### config.mk
export PLATFORM = sky130hd
export DESIGN_NAME = debouncer
export DESIGN_NICKNAME = d
export VERILOG_FILES = /design/src/rtl/trigger_pkg.sv /design/src/rtl/synchronizer.sv /design/src/rtl/debouncer.sv
export SDC_FILE = /design/constraint.sdc
export NUM_CORES = 1
export LEC_CHECK = 0
export ABC_AREA = 1
export CAP_MARGIN = 20
export CORE_AREA = 8 8 45 47
export CTS_CLUSTER_SIZE = 28
export DETAILED_ROUTE_END_ITERATION = 16
export DIE_AREA = 0 0 53 55
export HOLD_SLACK_MARGIN = 0.06
export PLACE_DENSITY = 0.88
export SLEW_MARGIN = 40
export SYNTH_ARGS = -nofsm -noshare
export SYNTH_HDL_FRONTEND = slang
export SYNTH_SLANG_ARGS = --single-unit
### constraint.sdc
create_clock -name i_clk -period 1.9 [get_ports i_clk]
set_input_delay 0.38 -clock i_clk [delete_from_list [all_inputs] [get_ports i_clk]]
set_output_delay 0.38 -clock i_clk [all_outputs]
set_load 0.02 [all_outputs]
### src/rtl/trigger_pkg.sv
// Shared types and constants for the trigger input path.
package trigger_pkg;

  typedef enum logic {
    ST_STABLE = 1'b0,
    ST_SETTLE = 1'b1
  } debouncer_state_t;

  localparam int SYNC_STAGES_MIN = 2;

endpackage

### src/rtl/synchronizer.sv
// Multi-flop synchronizer for a single asynchronous bit; latency STAGES clocks, no backpressure.
module synchronizer
  import trigger_pkg::*;
#(
  parameter int   STAGES    = 2,
  parameter logic RESET_VAL = 1'b0
) (
  input  logic i_clk,
  input  logic i_rst,
  input  logic i_d,
  output logic o_q
);

  if (STAGES < SYNC_STAGES_MIN) begin : g_bad_stages
    $error("synchronizer: STAGES must be >= 2");
  end

  logic [STAGES-1:0] sync;

  always_ff @(posedge i_clk or posedge i_rst) begin
    if (i_rst) begin
      sync <= {STAGES{RESET_VAL}};
    end else begin
      sync <= {sync[STAGES-2:0], i_d};
    end
  end

  assign o_q = sync[STAGES-1];

endmodule

### src/rtl/debouncer.sv
// Synchronizes a bouncy async input and accepts a level change only after DEBOUNCE_CYCLES stable clocks.
// Output change lands SYNC_STAGES+DEBOUNCE_CYCLES-1 edges after the new level is first sampled; no backpressure.
module debouncer
  import trigger_pkg::*;
#(
  parameter int   SYNC_STAGES     = 2,
  parameter int   DEBOUNCE_CYCLES = 1000,
  parameter logic RESET_LEVEL     = 1'b0
) (
  input  logic i_clk,
  input  logic i_rst,
  input  logic i_in,
  output logic o_out,
  output logic o_busy,
  output logic o_glitch
);

  if (SYNC_STAGES < SYNC_STAGES_MIN) begin : g_bad_sync
    $error("debouncer: SYNC_STAGES must be >= 2");
  end
  if (DEBOUNCE_CYCLES < 1) begin : g_bad_cycles
    $error("debouncer: DEBOUNCE_CYCLES must be >= 1");
  end

  localparam int             CW       = $clog2(DEBOUNCE_CYCLES + 1);
  localparam logic [CW-1:0]  CNT_LAST = CW'(DEBOUNCE_CYCLES - 1);

  logic             s;
  debouncer_state_t state, state_nxt;
  logic [CW-1:0]    cnt, cnt_nxt;
  logic             out_nxt;
  logic             glitch_nxt;

  synchronizer #(
    .STAGES    (SYNC_STAGES),
    .RESET_VAL (RESET_LEVEL)
  ) u_sync (
    .i_clk (i_clk),
    .i_rst (i_rst),
    .i_d   (i_in),
    .o_q   (s)
  );

  always_comb begin
    state_nxt  = state;
    cnt_nxt    = cnt;
    out_nxt    = o_out;
    glitch_nxt = 1'b0;
    case (state)
      ST_STABLE: begin
        cnt_nxt = '0;
        if (s != o_out) begin
          // A single-cycle qualification needs no SETTLE visit.
          if (DEBOUNCE_CYCLES == 1) begin
            out_nxt = s;
          end else begin
            cnt_nxt   = CW'(1);
            state_nxt = ST_SETTLE;
          end
        end
      end
      ST_SETTLE: begin
        if (s == o_out) begin
          cnt_nxt    = '0;
          state_nxt  = ST_STABLE;
          glitch_nxt = 1'b1;
        end else if (cnt == CNT_LAST) begin
          out_nxt   = s;
          cnt_nxt   = '0;
          state_nxt = ST_STABLE;
        end else begin
          cnt_nxt = cnt + CW'(1);
        end
      end
      default: begin
        state_nxt = ST_STABLE;
        cnt_nxt   = '0;
      end
    endcase
  end

  always_ff @(posedge i_clk or posedge i_rst) begin
    if (i_rst) begin
      state    <= ST_STABLE;
      cnt      <= '0;
      o_out    <= RESET_LEVEL;
      o_busy   <= 1'b0;
      o_glitch <= 1'b0;
    end else begin
      state    <= state_nxt;
      cnt      <= cnt_nxt;
      o_out    <= out_nxt;
      o_busy   <= (state_nxt == ST_SETTLE);
      o_glitch <= glitch_nxt;
    end
  end

endmodule

==> results.toml, run 1 <==
[setup_path]
worstSetupEndpointType = "primary output"
worstPathArrival_ps = 1320
cp_max_fo = 5
critPathTopFamily = "buffers and inverters"
reg2reg_from = "cnt[0]"
startpoint_type = "register"
crit_path_cell_trace = "clkdlybuf4s50_1"
slowest_stage = "clkdlybuf4s50_1"
r2r-end = "cnt[4]"
critPathKind = "register to primary output"
max_stage_delay_ps = 630
rrSetupSlack_ps = 520
cp.required_ps = 1520
path_buf_inv = 1
reg2reg_depth = 6

[finish]
layout_common_cells = "18 x nand2_1, 15 x inv_1, 15 x dfrtp_1, 13 x nor2_1, 6 x nand3_1"
diodes = 0
nFillCells = 126
area_delta_synth_final_pct = 12.85
final_common_cell = "nand2_1"
layout.cells.non_filler = 113
regArea_sq_um = 375.4
fin_nets = 102
layout-drive-gt1-share_pct = 17.53
multiInputGateArea_sq_um = 317.8

[yosys]
ys_warn_count = 0
ys_seq_elements = 15
syn_nets = 92
yosysSeqAreaShare_pct = 50.08
synthCells = 88
yosys.cell_types.count = 19
syn-cell-area_sq_um = 749.5
avgSynthCellArea_sq_um = 8.517

[timing]
timing.hold.ws_ps = 355.2
skew_ps = 0.7776
slew_violations = 0
timing.fmax_ghz = 0.5882
hold_violations = 0
final.setup.tns_ps = 0
finalSetupViolCount = 0
rsz0062_at_grt = "no"
fin_crit_ps = 1700
period_share_pct = 89.48
maxSlewHeadroom_pct = 63.08
tightest_slew_ps = 553.2

[die]
dieArea_sq_um = 2915
start_util_pct = 54.16
rows = 14
die_h_um = 55
die_w_um = 53
io_pins = 6
coreArea_sq_um = 1384

[route]
ant_nets = 0
vias_per_cell = 4.708
num_vias = 532
routed_wirelength_um = 1301
routedWlPerCell_um = 11.51
dr.pass1.iters = 4
drtIter0Drc = 11
drc = 0

[clock_network]
cts.clk_slew.worst_paths_ps = 80
cts_resized = 0
numCtsBuffers = 3
cts_sinks = 15
postCtsHoldBufs = 0
cts_tree = "built"
cts_setup_buffers = 0
cts_max_level = 1
cts_buffer_depth = 2
clockRootBuffer = "clkbuf_4"
clk_latency_ps = 280

[min_path]
hold_depth = 0
hp-class = "register to register"
worstHoldStart = "u_sync.sync[0]"
whs_endpoint = "u_sync.sync[1]"

[job]
drv_cap = 0

[global_route]
antenna_found_initial = 0
grt_pass1_wl_um = 2249
grt_pass1_vias = 541
grt_max_degree = 16
grt_use_total_pct = 10.82
grt_overflow = 0

[status]
status = "finished clean"

[power]
power.leakage_uw = 0.0004190
cellPowerDensity_nw_per_um2 = 692.4
peakVddDrop_mv = 0.5073

[placement]
finalWeightedCongestion = 0.7865
numPortBuffers = 5
dp_cells = 109
dpl.hpwl_um = 1030
[report_power, final]
group | internal (uW) | switching (uW)
Combinational | 24.8 | 38.4
Sequential | 332 | 12.8
Clock | 81.5 | 96.3
Total | 438 | 147
[cells by family after synthesis]
group           share of synthesized area [%]
xor+xnor                                3.506
buf+inv                                 7.512
fa+ha+maj                               1.669
compound gates                          3.840
simple gates                            33.39
flops                                   50.08
[through the flow]
step	power, uW	util [%]	setup WS (ps)	cell area [sq um]
global placement	411.9	59.22	526.6	819.5
finish	585.6	61.12	200.0	845.8
detailed placement	415.1	59.22	506.3	819.5
CTS	595.9	61.12	190.1	845.8
global route	613.0	61.12	157.7	845.8
floorplan	390.4	-	701.2	749.5
[state kept, by name, summed over array words and instances (netlist names)]
name / flops
state: 1
u_sync.sync: 2
o_out: 1
o_glitch: 1
cnt: 10
[metal layers]
metal	vias up	share of wire (%)	track usage (%)
met2	6	52	18.75
li1	286	-	-
met4	0	3.0	9.052
met1	236	42	10.95
met5	-	0	0
met3	4	2.5	2.406
[worst max path at each step]
stage          cells after the start    from  endpoint
2_1_floorplan                      6  cnt[0]    cnt[8]
3_3_place_gp                       1   state    o_busy
3_5_place_dp                       1   state    o_busy
4_1_cts                            1   state    o_busy
5_1_grt                            1   state    o_busy
6_report                           1   state    o_busy
[synthesized netlist by cell type]
cell type / count / area (sq um)
nand3_1: 6 / 30.03
inv_1: 15 / 56.30
nor3_2: 1 / 10.01
a31oi_1: 1 / 6.260
dfrtp_1: 15 / 375.4
a21oi_2: 1 / 8.760
xnor2_1: 1 / 8.760
o21ai_2: 1 / 8.760
nand2_1: 18 / 67.56
nand3_2: 1 / 10.01
o21ai_0: 1 / 5.000
nand2_2: 4 / 25.02
nor2_2: 3 / 18.77
nand4_1: 1 / 6.260
xor2_1: 2 / 17.52
nor2_1: 13 / 48.80
nor2_4: 2 / 22.52
nand2_4: 1 / 11.26
ha_1: 1 / 12.51
[cell type report]
cell class              instances  share of cell area [%]
well taps                      16                   2.367
repair buffers                  5                   5.917
multi-input cells              58                   37.57
inverters                      15                   6.657
clock buffers                   4                   3.107
flip-flops and latches         15                   44.38
Power figures use the tool's default switching activity.
==> inputs of run 2 (changes only) <==
--- a/config.mk
+++ b/config.mk
@@ -12,7 +12,7 @@
 export DETAILED_ROUTE_END_ITERATION = 16
 export DIE_AREA = 0 0 53 55
 export HOLD_SLACK_MARGIN = 0.06
-export PLACE_DENSITY = 0.88
+export PLACE_DENSITY = 0.79
 export SLEW_MARGIN = 40
 export SYNTH_ARGS = -nofsm -noshare
 export SYNTH_HDL_FRONTEND = slang
==> run 2 against run 1 <==
Effect of this change: sequential cell count is the same; non-clock buffer count is the same; global-route usage shrank 1.0 points; combinational power shrank 2%; cell count is the same.
==> results.toml, run 2 (same netlist as run 1, synthesis figures left out) <==
[timing]
finalSetupViolCount = 0
maxSlewHeadroom_pct = 63.52
final.setup.tns_ps = 0
hold_violations = 0
slew_violations = 0
skew_ps = 1.912
tightest_slew_ps = 546.6
period_share_pct = 89.73
timing.fmax_ghz = 0.5866
rsz0062_at_grt = "no"
fin_crit_ps = 1705

[finish]
largest_reg_flops = 10
utilization_pct = 61.12
layout.cells.non_filler = 113
regArea_sq_um = 375.4
multiInputGateArea_sq_um = 317.8
area_delta_synth_final_pct = 12.85
layout-drive-gt1-share_pct = 17.53
final_common_cell = "nand2_1"
diodes = 0
stdcell_area_sq_um = 845.8
reg_top3 = "cnt: 10 flops, u_sync.sync: 2 flops"
fin_nets = 102
regMostFlops = "cnt"
layout_common_cells = "18 x nand2_1, 15 x inv_1, 15 x dfrtp_1, 13 x nor2_1, 6 x nand3_1"
nFillCells = 125

[placement]
dp_cells = 109
dpl.hpwl_um = 927.4
finalWeightedCongestion = 0.8127
placed_cell_area_sq_um = 819.5
numPortBuffers = 5

[setup_path]
cp_max_fo = 5
startpoint_type = "register"
critPathTopFamily = "buffers and inverters"
worstPathArrival_ps = 1320
rrSetupSlack_ps = 550
max_stage_delay_ps = 630
worstSetupEndpointType = "primary output"
cp.required_ps = 1520
slowest_stage = "clkdlybuf4s50_1"
path_buf_inv = 1
critPathKind = "register to primary output"
crit_path_cell_trace = "clkdlybuf4s50_1"

[global_route]
grt_use_total_pct = 9.817
antenna_found_initial = 0
grt_pass1_vias = 548
grt_overflow = 0
grt_pass1_wl_um = 2166
grt_max_degree = 16

[clock_network]
postCtsHoldBufs = 0
cts_max_level = 1
clk_latency_ps = 270
cts_sinks = 15
cts_resized = 0
cts_setup_buffers = 0
clockRootBuffer = "clkbuf_4"
numCtsBuffers = 3
cts.clk_slew.worst_paths_ps = 90
cts_tree = "built"
cts_buffer_depth = 2

[route]
vias_per_cell = 4.752
dr.pass1.iters = 4
routedWlPerCell_um = 10.50
drtIter0Drc = 6
drc = 0
ant_nets = 0
num_vias = 537
routed_wirelength_um = 1186

[status]
status = "finished clean"

[power]
power.leakage_uw = 0.0004190
peakVddDrop_mv = 0.4757
cellPowerDensity_nw_per_um2 = 688.4

[min_path]
hp-class = "register to register"

[die]
die_w_um = 53
io_pins = 6
coreArea_sq_um = 1384
start_util_pct = 54.16
dieArea_sq_um = 2915
rows = 14
die_h_um = 55

[job]
drv_cap = 0
[run 2: area by class of cell]
cell class | count | area share, %
clock buffer | 4 | 3.107
tap | 16 | 2.367
timing repair buffer | 5 | 5.917
multi-input combinational | 58 | 37.57
inverter | 15 | 6.657
sequential | 15 | 44.38
[run 2: final timing paths]
kind / startpoint / endpoint / depth (start not counted)
setup / recovery: state / o_busy / 1
hold / removal: u_sync.sync[0] / u_sync.sync[1] / 0
setup reg to reg: cnt[0] / cnt[4] / 6
hold reg to reg: u_sync.sync[0] / u_sync.sync[1] / 0
max in group asynchronous: i_rst / cnt[1] / 2
min in group asynchronous: i_rst / state / 2
[run 2: per-stage QoR]
step / hold WS, ps / worst slack [ps] / power [uW]
floorplan: 281.5 / 701.2 / 390.4
global placement: 334.4 / 517.8 / 413.0
detailed placement: 340.3 / 498.8 / 414.5
CTS: 360.6 / 189.6 / 591.0
global route: 363.0 / 157.3 / 613.8
finish: 356.2 / 195.2 / 582.2
[run 2: power by group]
group / total (uW) / leakage, uW / internal (uW) / switching [uW]
logic: 61.9 / 0.000204 / 24.7 / 37.2
registers: 345 / 0.000200 / 332 / 12.9
clock network: 176 / 0.0000150 / 81.2 / 94.4
[run 2: routing by layer]
metal / track usage (%) / wire, um / vias to the layer above
met4: 3.879 / 10 / 0
met2: 18.36 / 605 / 3
met1: 9.826 / 540 / 249
met3: 3.209 / 30 / 2
met5: 0 / 0 / -
li1: - / - / 283
